## src/rtl/atmega_dbg_bridge_pkg.sv

```systemverilog
// atmega_dbg_bridge_pkg: command bytes and command FSM encoding shared by the debug bridge
package atmega_dbg_bridge_pkg;
  localparam logic [7:0] CMD_WR  = 8'h57;
  localparam logic [7:0] CMD_RD  = 8'h52;
  localparam logic [7:0] RSP_ACK = 8'h06;
  localparam logic [7:0] RSP_NAK = 8'h15;
  typedef enum logic [2:0] {S_IDLE, S_GET_ADDR, S_GET_DATA, S_REQ, S_STROBE, S_SEND} state_t;
endpackage

```

## src/rtl/dbg_uart_phy.sv

```systemverilog
// dbg_uart_phy: 8N1 receiver and transmitter with 16x oversampling tick dividers
module dbg_uart_phy #(
  parameter logic [11:0] BAUD_DIV = 12'd0
) (
  input  logic       clk,
  input  logic       rst,
  input  logic       i_rx,
  input  logic       i_tx_start,
  input  logic [7:0] i_tx_data,
  output logic       o_tx,
  output logic       o_tx_busy,
  output logic       o_rx_valid,
  output logic [7:0] o_rx_data,
  output logic       o_rx_ferr
);
  logic [2:0]  r_rx_s;
  logic        r_rx_act, r_rx_valid, r_rx_ferr, r_tx_busy;
  logic [11:0] r_rx_div, r_tx_div;
  logic [3:0]  r_rx_tick, r_rx_bit, r_tx_tick, r_tx_bit;
  logic [7:0]  r_rx_sh;
  logic [9:0]  r_tx_sh;
  logic        w_rx, w_fall;
  assign w_rx       = r_rx_s[1];
  assign w_fall     = r_rx_s[2] & ~r_rx_s[1];
  assign o_tx       = r_tx_sh[0];
  assign o_tx_busy  = r_tx_busy;
  assign o_rx_valid = r_rx_valid;
  assign o_rx_data  = r_rx_sh;
  assign o_rx_ferr  = r_rx_ferr;
  // two-flop synchroniser plus one extra stage for falling-edge detection
  always_ff @(posedge clk or posedge rst)
    if (rst) r_rx_s <= 3'b111;
    else     r_rx_s <= {r_rx_s[1:0], i_rx};
  // receiver: divider restarts on the start edge, every bit sampled on its 8th tick
  always_ff @(posedge clk or posedge rst)
    if (rst) begin
      r_rx_act <= 1'b0; r_rx_div <= '0; r_rx_tick <= '0; r_rx_bit <= '0;
      r_rx_sh <= '0; r_rx_valid <= 1'b0; r_rx_ferr <= 1'b0;
    end else begin
      r_rx_valid <= 1'b0;
      r_rx_ferr  <= 1'b0;
      if (!r_rx_act) begin
        if (w_fall) begin
          r_rx_act <= 1'b1; r_rx_div <= '0; r_rx_tick <= '0; r_rx_bit <= '0;
        end
      end else if (r_rx_div != BAUD_DIV) r_rx_div <= r_rx_div + 12'd1;
      else begin
        r_rx_div  <= '0;
        r_rx_tick <= r_rx_tick + 4'd1;
        if (r_rx_tick == 4'd7) begin
          if (r_rx_bit == 4'd0 && w_rx) r_rx_act <= 1'b0;
          else if (r_rx_bit == 4'd9) begin
            r_rx_act <= 1'b0; r_rx_valid <= w_rx; r_rx_ferr <= ~w_rx;
          end else if (r_rx_bit != 4'd0) r_rx_sh <= {w_rx, r_rx_sh[7:1]};
        end
        if (r_rx_tick == 4'd15) r_rx_bit <= r_rx_bit + 4'd1;
      end
    end
  // transmitter: shift register drives the line directly so reset forces it high at once
  always_ff @(posedge clk or posedge rst)
    if (rst) begin
      r_tx_busy <= 1'b0; r_tx_sh <= '1; r_tx_div <= '0; r_tx_tick <= '0; r_tx_bit <= '0;
    end else if (!r_tx_busy) begin
      if (i_tx_start) begin
        r_tx_busy <= 1'b1; r_tx_sh <= {1'b1, i_tx_data, 1'b0};
        r_tx_div <= '0; r_tx_tick <= '0; r_tx_bit <= '0;
      end
    end else if (r_tx_div != BAUD_DIV) r_tx_div <= r_tx_div + 12'd1;
    else begin
      r_tx_div  <= '0;
      r_tx_tick <= r_tx_tick + 4'd1;
      if (r_tx_tick == 4'd15) begin
        if (r_tx_bit == 4'd9) r_tx_busy <= 1'b0;
        else begin
          r_tx_bit <= r_tx_bit + 4'd1;
          r_tx_sh  <= {1'b1, r_tx_sh[9:1]};
        end
      end
    end
endmodule

```

## src/rtl/atmega_dbg_bridge.sv

```systemverilog
// atmega_dbg_bridge: serial debug command decoder acting as IO bus master
module atmega_dbg_bridge import atmega_dbg_bridge_pkg::*; #(
  parameter int          BUS_ADDR_DATA_LEN = 8,
  parameter logic [11:0] BAUD_DIV          = 12'd0,
  parameter logic [23:0] TIMEOUT           = 24'd1000000
) (
  input  logic                         clk,
  input  logic                         rst,
  input  logic                         rx,
  output logic                         tx,
  output logic                         bus_req,
  input  logic                         bus_gnt,
  output logic [BUS_ADDR_DATA_LEN-1:0] addr,
  output logic                         wr,
  output logic                         rd,
  output logic [7:0]                   bus_out,
  input  logic [7:0]                   bus_in,
  output logic                         busy,
  output logic                         rx_err
);
  state_t                       r_state;
  logic                         r_is_wr, r_bus_req, r_wr, r_rd, r_tx_start, r_rx_err;
  logic [BUS_ADDR_DATA_LEN-1:0] r_addr;
  logic [7:0]                   r_bus_out, r_tx_data;
  logic [23:0]                  r_to;
  logic                         w_rx_valid, w_rx_ferr, w_tx_busy, w_get, w_timeout, w_drop, w_cmd_ok;
  logic [7:0]                   w_rx_data;
  assign w_get     = r_state == S_GET_ADDR || r_state == S_GET_DATA;
  assign w_timeout = w_get && r_to == TIMEOUT;
  assign w_drop    = w_rx_valid && (r_state == S_REQ || r_state == S_STROBE || r_state == S_SEND);
  assign w_cmd_ok  = w_rx_data == CMD_WR || w_rx_data == CMD_RD;
  assign bus_req   = r_bus_req;
  assign addr      = r_addr;
  assign wr        = r_wr;
  assign rd        = r_rd;
  assign bus_out   = r_bus_out;
  assign busy      = r_state != S_IDLE;
  assign rx_err    = r_rx_err;
  dbg_uart_phy #(.BAUD_DIV(BAUD_DIV)) u_phy (
    .clk        (clk),
    .rst        (rst),
    .i_rx       (rx),
    .i_tx_start (r_tx_start),
    .i_tx_data  (r_tx_data),
    .o_tx       (tx),
    .o_tx_busy  (w_tx_busy),
    .o_rx_valid (w_rx_valid),
    .o_rx_data  (w_rx_data),
    .o_rx_ferr  (w_rx_ferr)
  );
  // inter-byte timeout: restarts on every received byte, saturates while collecting a command
  always_ff @(posedge clk or posedge rst)
    if (rst) r_to <= '0;
    else if (w_rx_valid || !w_get) r_to <= '0;
    else if (r_to != TIMEOUT) r_to <= r_to + 24'd1;
  // command FSM: collect bytes, win the bus, strobe once, then send the reply
  always_ff @(posedge clk or posedge rst)
    if (rst) begin
      r_state <= S_IDLE; r_is_wr <= 1'b0; r_bus_req <= 1'b0; r_wr <= 1'b0; r_rd <= 1'b0;
      r_addr <= '0; r_bus_out <= '0; r_tx_data <= '0; r_tx_start <= 1'b0; r_rx_err <= 1'b0;
    end else begin
      r_wr       <= 1'b0;
      r_rd       <= 1'b0;
      r_tx_start <= 1'b0;
      r_rx_err   <= w_rx_ferr | w_drop;
      if (w_rx_ferr) begin
        r_state   <= S_IDLE;
        r_bus_req <= 1'b0;
      end else case (r_state)
        S_IDLE: if (w_rx_valid) begin
          r_is_wr    <= w_rx_data == CMD_WR;
          r_tx_data  <= RSP_NAK;
          r_tx_start <= ~w_cmd_ok;
          r_state    <= w_cmd_ok ? S_GET_ADDR : S_SEND;
        end
        S_GET_ADDR:
          if (w_rx_valid) begin
            r_addr    <= BUS_ADDR_DATA_LEN'(w_rx_data);
            r_bus_req <= ~r_is_wr;
            r_state   <= r_is_wr ? S_GET_DATA : S_REQ;
          end else if (w_timeout) r_state <= S_IDLE;
        S_GET_DATA:
          if (w_rx_valid) begin
            r_bus_out <= w_rx_data;
            r_bus_req <= 1'b1;
            r_state   <= S_REQ;
          end else if (w_timeout) r_state <= S_IDLE;
        S_REQ: if (bus_gnt) begin
          r_wr    <= r_is_wr;
          r_rd    <= ~r_is_wr;
          r_state <= S_STROBE;
        end
        S_STROBE: begin
          r_bus_req  <= 1'b0;
          r_tx_data  <= r_rd ? bus_in : RSP_ACK;
          r_tx_start <= 1'b1;
          r_state    <= S_SEND;
        end
        S_SEND: if (!r_tx_start && !w_tx_busy) r_state <= S_IDLE;
        default: r_state <= S_IDLE;
      endcase
    end
endmodule

```

## config.mk

```make
export PLATFORM = sky130hd
export DESIGN_NAME = atmega_dbg_bridge
export DESIGN_NICKNAME = d
export VERILOG_FILES = /design/src/rtl/atmega_dbg_bridge_pkg.sv /design/src/rtl/dbg_uart_phy.sv /design/src/rtl/atmega_dbg_bridge.sv
export SDC_FILE = /design/constraint.sdc
export NUM_CORES = 1
export LEC_CHECK = 0
export ABC_AREA = 1
export BUFFER_PORTS_ARGS = -buffer_cell sky130_fd_sc_hd__buf_2
export CAP_MARGIN = 0
export CORE_AREA = 2 2 123 125
export DETAILED_ROUTE_END_ITERATION = 12
export DIE_AREA = 0 0 125 127
export SLEW_MARGIN = 15
export SYNTH_ARGS = -nofsm -noshare
export SYNTH_HDL_FRONTEND = slang
export SYNTH_HIERARCHICAL = 1
export SYNTH_SLANG_ARGS = --single-unit
```

## constraint.sdc

```tcl
create_clock -name clk -period 2.8 [get_ports clk]
set_input_delay 0.14 -clock clk [delete_from_list [all_inputs] [get_ports clk]]
set_output_delay 0.14 -clock clk [all_outputs]
set_load 0.1 [all_outputs]
```

==> metrics <==
largest net degree at the start of global routing 58; skew final 16.9 ps; Synth Area in Simple Gates 0.325; Die Wd 125 um; unique cell type count in the Yosys netlist 40; Setup CP Type reg -> out; GRT Max-Usage Layer met2; cell count after synthesis 830; GRT met1 Usage 0.262; grt met2 use 0.277; XOR/XNOR Fraction of Synth Area 0.0218; global-route usage over all layers 0.184; FF-to-FF Start r_state[0]; top cells by area, synth dfrtp_1 42%, nand2_1 13%, nor2_1 5.9%; fin crit share 0.656; fmax 544 MHz; post-synth top area cell dfrtp_1; Via-to-Cell Ratio 4.84; Synth Area in Compound Gates 0.0768; reg2reg setup slack 1040 ps; Min Hold Slack 36.0 ps; status complete, no violations; initial antenna violation count 0; Max Slew Vio Count 0; CP endpoint kind output port; vias in the first global route 4952; Clock Tree Buf Depth 2; Ys Warns 6; ys async rst share 1.00; Final Hold Viols 0; Yosys top cell area share 0.424; adder-cell share of the synthesized area 0.0253; antenna viol nets, final 0; Commonest cells post-synth 223 x nand2_1, 109 x dfrtp_1, 101 x nor2_1; cell with the most instances after synthesis nand2_1; Post-Syn Nets 855; leak pwr 0.00357 uW; nets 907; Clock Latency Late Sink 420 ps; Global Route met3 Usage 0.0427; Num CTS Buffers 17; post-synthesis cell area 6430 um2; TritonCTS clock tree yes; gp weighted congestion 0.830; Core Footprint 14400 um2; worst reg2reg path depth 10; clk root buf clkbuf_16; Area growth syn-to-layout 15.7%; num rows 44; syn_area_per_cell 7.75 um2; violation count after the first detailed-routing iteration 290; wire length per cell 12.5 um; register area share after synthesis 0.473; mux contribution to synthesized area 0.00156; first-pass GRT wire length 23800 um; hold path depth 3; Hold Crit Class in -> reg; Clock transition at path regs 50 ps; 1st-pass router iterations 5; via count 5225; pwr dens 815 nW/um2; Antenna diodes 0; number of synthesized flops with an enable pin 0; Die Area 15900 um2; final wirelength 13500 um; Max-Slew Margin vs Limit 0.517; main combinational cell family by area after synthesis simple AND/OR/NAND/NOR gates; post-CTS sizing 0; initial core utilization 0.446; top-level port count 34; Final TNS setup 0 ps; height of the die 127 um; maximum vdd drop 0.668 mV; min-delay src bus_in[2]; IO Port Bufs 33; Worst EP required 2660 ps; htree depth 4; share of cells above drive strength 1 0.135; RSZ-0062 raised after global routing false; Worst Max-Slew Pin Slew 725 ps; flops & latches, synth 121; Hold EP r_tx_data[2]; DRC Markers 0; CTS Sinks 121; GRT overflow 0; ys flop type dfrtp_1; final-report setup violation count 0; critical path peak fanout 7; hpwl dp 9540 um; R2R Path End r_state[0]; WP data arrival 1700 ps; Max Cap Viol 0; CP Launch Type flip-flop; crit path time final 1840 ps
-- worst max path at each step --
stage | startpoint | endpoint | slack (ps) | cells after the start
floorplan | rst | u_phy/o_rx_data[0] | 1080 | 1
global placement | r_state[0] | r_state[0] | 1070 | 10
detailed placement | r_state[0] | r_state[0] | 1050 | 10
CTS | r_state[0] | busy | 950 | 5
global route | r_state[0] | r_state[0] | 790 | 10
finish | r_state[0] | busy | 960 | 5
-- cell families after synthesis --
group / after synthesis
compound gates: 94
xor+xnor: 16
fa+ha+maj: 13
buf+inv: 117
flops: 121
mux: 1
simple gates: 468
-- worst max-delay path: stages (launching register included) --
cell     delay (ps)
dfrtp_1         460
nor2_2          170
inv_2            90
nor2_2          190
inv_1            70
buf_2           290
-- stage by stage --
stage / cell area (um2) / util / power, uW / setup WS, ps / std cells
3_3_place_gp: 6770 / 0.470 / 3900 / 1070 / 1040
4_1_cts: 7440 / 0.516 / 6140 / 946 / 1079
5_1_grt: 7440 / 0.516 / 6490 / 785 / 1079
6_report: 7440 / 0.516 / 6060 / 963 / 1079
2_1_floorplan: 6430 / - / 3620 / 1080 / 830
3_5_place_dp: 6770 / 0.470 / 3910 / 1050 / 1040
-- layout make-up --
class                   instances  area (um2)
flip-flops and latches        121        3040
multi-input cells             592        2900
repair buffers                 46         280
fillers                      1405        6980
clock inverters                13         145
clock buffers                  19         453
well taps                     184         230
inverters                     104         390
-- what timing repair did --
item	CTS	global route
endpoints found under the hold margin	88	0
buffers inserted	0	0
hold buffers	7	0
-- sequential cells by signal (all words and copies together), names as in the netlist, 3 cells and up --
name / cells
r_tx_data: 8
u_phy/o_rx_data: 8
u_phy/r_rx_div: 12
r_state: 3
bus_out: 8
addr: 8
r_to: 24
u_phy/r_tx_bit: 4
u_phy/r_rx_bit: 4
u_phy/r_tx_div: 12
u_phy/r_tx_tick: 4
u_phy/r_tx_sh: 9
u_phy/r_rx_tick: 4
u_phy/r_rx_s: 3
-- report_power, final --
group | total [uW] | internal (uW) | switching (uW)
Clock | 2170 | 1360 | 813
Sequential | 2410 | 2110 | 305
Combinational | 1470 | 499 | 976
-- metal layers --
layer,wire [um],part of all wire
met5,0,0
met3,438,0.033
met2,5910,0.44
met1,6970,0.52
met4,138,0.010
-- cells in the final DEF (no fill, tap or decap), drive strengths merged --
cell and count:
o211ai 1, a31oi 1, inv 105, dfstp 12
ha 13, clkbuf 19, o21ai 58, xnor2 5
dfrtp 109, nand3b 1, o31ai 1, a21oi 26
clkinv 7, mux2i 1, nand4 16, dlygate4sd3 7
clkinvlp 3, nor3 26, bufinv 2, nor3b 1
xor2 11, or2 2, nand2 232, o21bai 1
nor2 111, nor4 4, nand3 75, buf 39
o22ai 6
No activity file was read; power rests on OpenSTA's default activity.
